$ cat src/rtl/cic_interp_sequencer.sv
// Rate/phase sequencer for a 4-stage CIC interpolator on a single fast clock.
// Optional saturating underrun counter is enabled by defining CIC_SEQ_UNDERRUN_CNT_EN.
module cic_interp_sequencer #(
  parameter int R_MAX     = 16,
  parameter int R_DEFAULT = 2,
  parameter int CNT_W     = 8,
  parameter int INTEG_LAT = 4
) (
  input  logic             clk,
  input  logic             rst,
  input  logic [CNT_W-1:0] cfg_r,
  input  logic             cfg_load,
  output logic             cfg_err,
  input  logic             in_valid,
  output logic             in_ready,
  output logic             din_load,
  output logic             comb_en,
  output logic             upsample_sel,
  output logic             integ_en,
  output logic             out_valid,
  output logic [CNT_W-1:0] phase,
  output logic             busy,
  output logic             underrun
`ifdef CIC_SEQ_UNDERRUN_CNT_EN
  ,
  output logic [15:0]      underrun_cnt
`endif
);

  typedef enum logic {IDLE, FRAME} state_e;

  state_e                 state_q, state_d;
  logic [CNT_W-1:0]       phase_q, phase_d;
  logic [CNT_W-1:0]       r_act_q, r_act_d;
  logic [INTEG_LAT-1:0]   ov_sr_q, ov_sr_d;
  logic                   frame_end;
  logic                   cfg_legal;

  assign frame_end = (phase_q == (r_act_q - CNT_W'(1)));
  assign cfg_legal = (cfg_r >= CNT_W'(2)) && (cfg_r <= CNT_W'(R_MAX));

  always_comb begin
    state_d      = state_q;
    phase_d      = phase_q;
    r_act_d      = r_act_q;
    in_ready     = 1'b0;
    comb_en      = 1'b0;
    upsample_sel = 1'b0;
    integ_en     = 1'b0;
    underrun     = 1'b0;
    cfg_err      = 1'b0;
    din_load     = 1'b0;

    case (state_q)
      IDLE: begin
        in_ready = 1'b1;
        din_load = in_valid;
        // A load accepted alongside a sample takes effect for that same frame.
        if (cfg_load) begin
          if (cfg_legal) r_act_d = cfg_r;
          else           cfg_err = 1'b1;
        end
        if (in_valid) begin
          state_d = FRAME;
          phase_d = '0;
        end
      end
      FRAME: begin
        integ_en     = 1'b1;
        comb_en      = (phase_q == '0);
        upsample_sel = (phase_q == '0);
        if (frame_end) begin
          in_ready = 1'b1;
          din_load = in_valid;
          phase_d  = '0;
          if (!in_valid) begin
            underrun = 1'b1;
            state_d  = IDLE;
          end
        end else begin
          phase_d = phase_q + CNT_W'(1);
        end
      end
      default: state_d = IDLE;
    endcase

    ov_sr_d = INTEG_LAT'({ov_sr_q, integ_en});
  end

  assign phase     = phase_q;
  assign busy      = (state_q == FRAME);
  assign out_valid = ov_sr_q[INTEG_LAT-1];

  always_ff @(posedge clk) begin
    if (rst) begin
      state_q <= IDLE;
      phase_q <= '0;
      r_act_q <= CNT_W'(R_DEFAULT);
      ov_sr_q <= '0;
    end else begin
      state_q <= state_d;
      phase_q <= phase_d;
      r_act_q <= r_act_d;
      ov_sr_q <= ov_sr_d;
    end
  end

`ifdef CIC_SEQ_UNDERRUN_CNT_EN
  logic [15:0] underrun_cnt_q, underrun_cnt_d;

  always_comb begin
    underrun_cnt_d = underrun_cnt_q;
    if (underrun && (underrun_cnt_q != 16'hFFFF))
      underrun_cnt_d = underrun_cnt_q + 16'd1;
  end

  always_ff @(posedge clk) begin
    if (rst) underrun_cnt_q <= '0;
    else     underrun_cnt_q <= underrun_cnt_d;
  end

  assign underrun_cnt = underrun_cnt_q;
`endif

endmodule

$ cat config.mk
export PLATFORM = sky130hd
export DESIGN_NAME = cic_interp_sequencer
export DESIGN_NICKNAME = d
export VERILOG_FILES = /design/src/rtl/cic_interp_sequencer.sv
export SDC_FILE = /design/constraint.sdc
export NUM_CORES = 1
export LEC_CHECK = 0
export ABC_AREA = 1
export CAP_MARGIN = 20
export CORE_MARGIN = 2
export CORE_UTILIZATION = 35
export DETAILED_ROUTE_END_ITERATION = 8
export HOLD_SLACK_MARGIN = 0.15
export PLACE_DENSITY_LB_ADDON = 0.3
export SLEW_MARGIN = 20
export SYNTH_ARGS = -nofsm -noshare
export SYNTH_HDL_FRONTEND = slang
export SYNTH_SLANG_ARGS = --single-unit
$ cat constraint.sdc
create_clock -name clk -period 2.7 [get_ports clk]
set_clock_uncertainty 0.2 [all_clocks]
set_input_delay 0.54 -clock clk [delete_from_list [all_inputs] [get_ports clk]]
set_output_delay 0.54 -clock clk [all_outputs]
set_load 0.01 [all_outputs]
==> impl_metrics.prom <==
# TYPE chip_impl_metric gauge
chip_impl_metric{name="p_clk_share",unit="%"} 25.5
chip_impl_metric{name="routed-via-count",unit=""} 1266
chip_impl_metric{name="path_max_fanout",unit=""} 5
chip_impl_metric{name="synth-adder-area-share",unit="%"} 3.106
chip_impl_metric{name="drcViolationCount",unit=""} 0
chip_impl_metric{name="tightest_slew",unit="ps"} 539.9
chip_impl_metric{name="worst-endpoint-arrival",unit="ps"} 1890
chip_impl_info{name="grt_setup_unrepaired",value="yes"} 1
chip_impl_metric{name="final-seq-area",unit="µm²"} 422.9
chip_impl_info{name="startpoint",value="r_act_q[1]$_SDFFE_PP1P_"} 1
chip_impl_metric{name="clk_pin_slew_worst_paths",unit="ps"} 120
chip_impl_metric{name="number_of_nets_produced_by_synthesis",unit=""} 198
chip_impl_metric{name="synth.distinct_cells",unit=""} 20
chip_impl_metric{name="share_of_final_layout_standard_cells_stronger_than_drive_strength_1",unit="%"} 18.06
chip_impl_metric{name="antenna_found_initial",unit=""} 0
chip_impl_metric{name="groute.usage.overall",unit="%"} 16.38
chip_impl_metric{name="final_max_slew_viol_count",unit=""} 0
chip_impl_metric{name="hold_buffers",unit=""} 0
chip_impl_metric{name="power.share.combinational",unit="%"} 21.8
chip_impl_metric{name="power.share.switching",unit="%"} 28.50
chip_impl_metric{name="mux_share_of_post_synthesis_cell_area",unit="%"} 0
chip_impl_metric{name="synth-compound-area-share",unit="%"} 10.56
chip_impl_metric{name="ys_seq_elements",unit=""} 21
chip_impl_metric{name="timing.final.crit_share",unit="%"} 97.53
chip_impl_metric{name="placed_cells",unit=""} 266
chip_impl_metric{name="firstDrtPassIters",unit=""} 5
chip_impl_info{name="min_path_type",value="flop to flop"} 1
chip_impl_metric{name="max-cap-violations",unit=""} 0
chip_impl_metric{name="drt_wl_total",unit="µm"} 2863
chip_impl_metric{name="dpl.hpwl",unit="µm"} 2250
chip_impl_metric{name="p_int",unit="W"} 0.0004413
chip_impl_metric{name="clock_buffer_count_from_cts",unit=""} 3
chip_impl_metric{name="layout-area-overhead-vs-synth",unit="%"} 40.06
chip_impl_metric{name="core-area",unit="µm²"} 3337
chip_impl_metric{name="yosys.area_share.simple",unit="%"} 34.78
chip_impl_metric{name="p_sw",unit="W"} 0.0001759
chip_impl_metric{name="port_buffers",unit=""} 28
chip_impl_metric{name="fmax",unit="MHz"} 379.7
chip_impl_metric{name="syn_area",unit="µm²"} 1209
chip_impl_metric{name="via_count_of_the_first_global_routing_pass",unit=""} 1172
chip_impl_metric{name="r2r_slack",unit="ps"} 700
chip_impl_metric{name="grt_first_pass_wirelength",unit="µm"} 5237
chip_impl_metric{name="grt_max_degree",unit=""} 13
chip_impl_metric{name="relSlewSlack",unit="%"} 63.87
chip_impl_metric{name="relative_contribution_of_sequential_cells_to_total_power",unit="%"} 52.7
chip_impl_metric{name="vdd.ir_drop.worst",unit="V"} 0.0002086
chip_impl_metric{name="die_height",unit="µm"} 62.77
chip_impl_info{name="timing.rr.start",value="r_act_q[1]$_SDFFE_PP1P_"} 1
chip_impl_metric{name="final_critical_path_setup_slack",unit="ps"} 66.68
chip_impl_info{name="critPathCapture",value="din_load"} 1
chip_impl_metric{name="gr-total-overflow",unit=""} 0
chip_impl_metric{name="placed_cell_area",unit="µm²"} 1624
chip_impl_metric{name="total_power_density_per_cell_area",unit="nW/µm²"} 364.6
chip_impl_metric{name="drt-initial-drc-count",unit=""} 68
chip_impl_metric{name="timing.critical_path.required",unit="ps"} 1960
chip_impl_metric{name="total_area_of_multi_input_combinational_cells",unit="µm²"} 681.9
chip_impl_metric{name="yosysWarnings",unit=""} 0
chip_impl_metric{name="h-tree-depth",unit=""} 1
chip_impl_metric{name="power.total",unit="W"} 0.0006172
chip_impl_metric{name="insertion_delay",unit="ps"} 310
chip_impl_metric{name="dieArea",unit="µm²"} 3939
chip_impl_metric{name="final-setup-viol-count",unit=""} 0
chip_impl_info{name="worstSetupStartpointType",value="flop"} 1
chip_impl_metric{name="dieWidth",unit="µm"} 62.77
chip_impl_metric{name="count_of_antenna_diodes_in_the_layout",unit=""} 0
chip_impl_metric{name="vias_per_cell",unit=""} 4.637
chip_impl_metric{name="nFillCells",unit=""} 349
chip_impl_metric{name="final-instance-count-excl-fill",unit=""} 273
chip_impl_metric{name="dp_worst_setup_slack",unit="ps"} -183.7
chip_impl_metric{name="final_cell_area",unit="µm²"} 1693
chip_impl_metric{name="io_pins",unit=""} 29
chip_impl_metric{name="synth_xor_xnor_area_share",unit="%"} 5.797
chip_impl_metric{name="synth.avg_cell_area",unit="µm²"} 6.605
chip_impl_info{name="dominant_combinational_cell_family_by_area_after_synthesis",value="simple AND/OR/NAND/NOR gates"} 1
chip_impl_metric{name="clock_sink_count",unit=""} 21
chip_impl_metric{name="fin_worst_hold_slack",unit="ps"} 210.7
chip_impl_metric{name="instance_count_of_the_mapped_netlist",unit=""} 183
chip_impl_info{name="root_buffer",value="clkbuf_4"} 1
chip_impl_metric{name="cts.path.max_buffers",unit=""} 2
chip_impl_metric{name="wl_per_cell",unit="µm"} 10.49
chip_impl_metric{name="drtAntennaViolNets",unit=""} 0
chip_impl_info{name="timing.setup.critical_path_class",value="flop to output pin"} 1
chip_impl_info{name="cts_tree",value="built"} 1
chip_impl_metric{name="finalHoldViolations",unit=""} 0
chip_impl_info{name="crit_end_element",value="output pin"} 1
chip_impl_info{name="r2r_end",value="phase[6]$_SDFFE_PP0P_"} 1
chip_impl_metric{name="placementRows",unit=""} 21
chip_impl_metric{name="shortest_clock_period_the_worst_path_allows_after_layout",unit="ps"} 2633
chip_impl_metric{name="gp_routability_congestion",unit=""} 0.8053
chip_impl_metric{name="reg2regPathDepth",unit=""} 15
chip_impl_metric{name="static-leakage-power",unit="nW"} 0.7259
chip_impl_info{name="run_status",value="completed"} 1
chip_impl_metric{name="seq_area_frac_synth",unit="%"} 34.78
chip_impl_metric{name="initial_utilization",unit="%"} 36.22
chip_impl_metric{name="finalNetCount",unit=""} 243
chip_impl_metric{name="worstHoldPathCells",unit=""} 2
synthesized netlist by cell type:
| master | instances | area, µm² |
|---|---|---|
| nand3_1 | 23 | 115.1 |
| buf_4 | 2 | 15.01 |
| nor3_1 | 7 | 35.03 |
| nand2_1 | 38 | 142.6 |
| inv_2 | 2 | 7.510 |
| o211ai_1 | 1 | 7.510 |
| dfxtp_1 | 21 | 420.4 |
| nand4_1 | 1 | 6.260 |
| clkbuf_1 | 2 | 7.510 |
| o21ai_0 | 9 | 45.04 |
| ha_1 | 3 | 37.54 |
| nor3_2 | 1 | 10.01 |
| buf_2 | 1 | 5.000 |
| xor2_1 | 6 | 52.55 |
| nand2_4 | 2 | 22.52 |
| a21oi_1 | 15 | 75.07 |
| xnor2_1 | 2 | 17.52 |
| nor2_1 | 17 | 63.81 |
| nor2_2 | 4 | 25.02 |
| inv_1 | 26 | 97.59 |
stage by stage:
step                      util [%]  setup TNS (ps)
after global routing         50.73          -227.0
after detailed placement     48.67          -265.8
after global placement       48.67          -220.9
final                        50.73               0
after CTS                    49.76          -5.811
after floorplan                  -               0
power groups by stage:
| stage | registers, W | logic, W | clock network, W |
|---|---|---|---|
| 5_1_grt | 0.000327 | 0.000148 | 0.000181 |
| 2_1_floorplan | 0.000331 | 0.0000638 | 0 |
| 4_1_cts | 0.000325 | 0.000127 | 0.000163 |
| 6_report | 0.000326 | 0.000134 | 0.000157 |
| 3_3_place_gp | 0.000332 | 0.000126 | 0 |
| 3_5_place_dp | 0.000332 | 0.000127 | 0 |
logic make-up (layout without fill, tap and decap cells):
family,count (synthesis),after routing
AO/OA/AOI/OAI,25,25
XOR/XNOR,8,8
adder cells (fa/ha/maj),3,3
buffers and inverters,33,77
flip-flops,21,21
AND/OR/NAND/NOR,93,93
layout make-up:
cell class | instances | share of cell area (%)
clock buffers | 3 | 1.330
clock inverters | 1 | 0.2956
inverters | 28 | 6.208
multi-input cells | 129 | 40.28
flip-flops and latches | 21 | 24.98
well taps | 46 | 3.400
repair buffers | 45 | 23.50
repair_timing:
item | in CTS | in global routing
setup endpoints to repair | 4 | 5
setup buffers | 2 | 1
pin swaps | 2 | 7
gates resized for setup | 17 | 6
worst max-delay path: stages (launching register included):
cell	delay [ps]
dfxtp_2	350
inv_2	70
ha_4	140
nand2_1	60
nor2_2	130
nand2_1	70
nand2_1	60
nand2_1	70
nand2_1	60
nand2_1	60
nor2_2	140
nand2_4	100
a21oi_2	140
buf_2	140
metal layers:
layer  global-route usage [%]  share of wire, %
met1                    21.36                47
met2                    28.09                48
met3                    1.622               4.1
met4                    5.833               1.3
met5                        0                 0
cells in the final DEF, fill, tap and decap left out, drive strengths merged:
cell	instances
nand2	40
nor3	8
o211ai	1
nand3	23
dfxtp	21
dlygate4sd2	1
clkinv	1
inv	28
clkdlybuf4s50	24
ha	3
nand4	1
o21ai	9
xor2	6
a21oi	15
buf	20
nor2	21
clkbuf	3
xnor2	2
state kept, by name (all words and copies together), names as in the netlist:
register	cells
r_act_q	8
busy	1
ov_sr_q	4
phase	8
worst min-delay path by stage:
stage | start | slack [ps] | endpoint
3_5_place_dp | ov_sr_q[2]$_SDFF_PP0_ | 200 | ov_sr_q[3]$_SDFF_PP0_
4_1_cts | ov_sr_q[2]$_SDFF_PP0_ | 210 | ov_sr_q[3]$_SDFF_PP0_
3_3_place_gp | ov_sr_q[1]$_SDFF_PP0_ | 190 | ov_sr_q[2]$_SDFF_PP0_
6_report | ov_sr_q[2]$_SDFF_PP0_ | 210 | ov_sr_q[3]$_SDFF_PP0_
2_1_floorplan | ov_sr_q[0]$_SDFF_PP0_ | 190 | ov_sr_q[1]$_SDFF_PP0_
5_1_grt | ov_sr_q[1]$_SDFF_PP0_ | 220 | ov_sr_q[2]$_SDFF_PP0_
No activity file was read; power rests on OpenSTA's default activity.
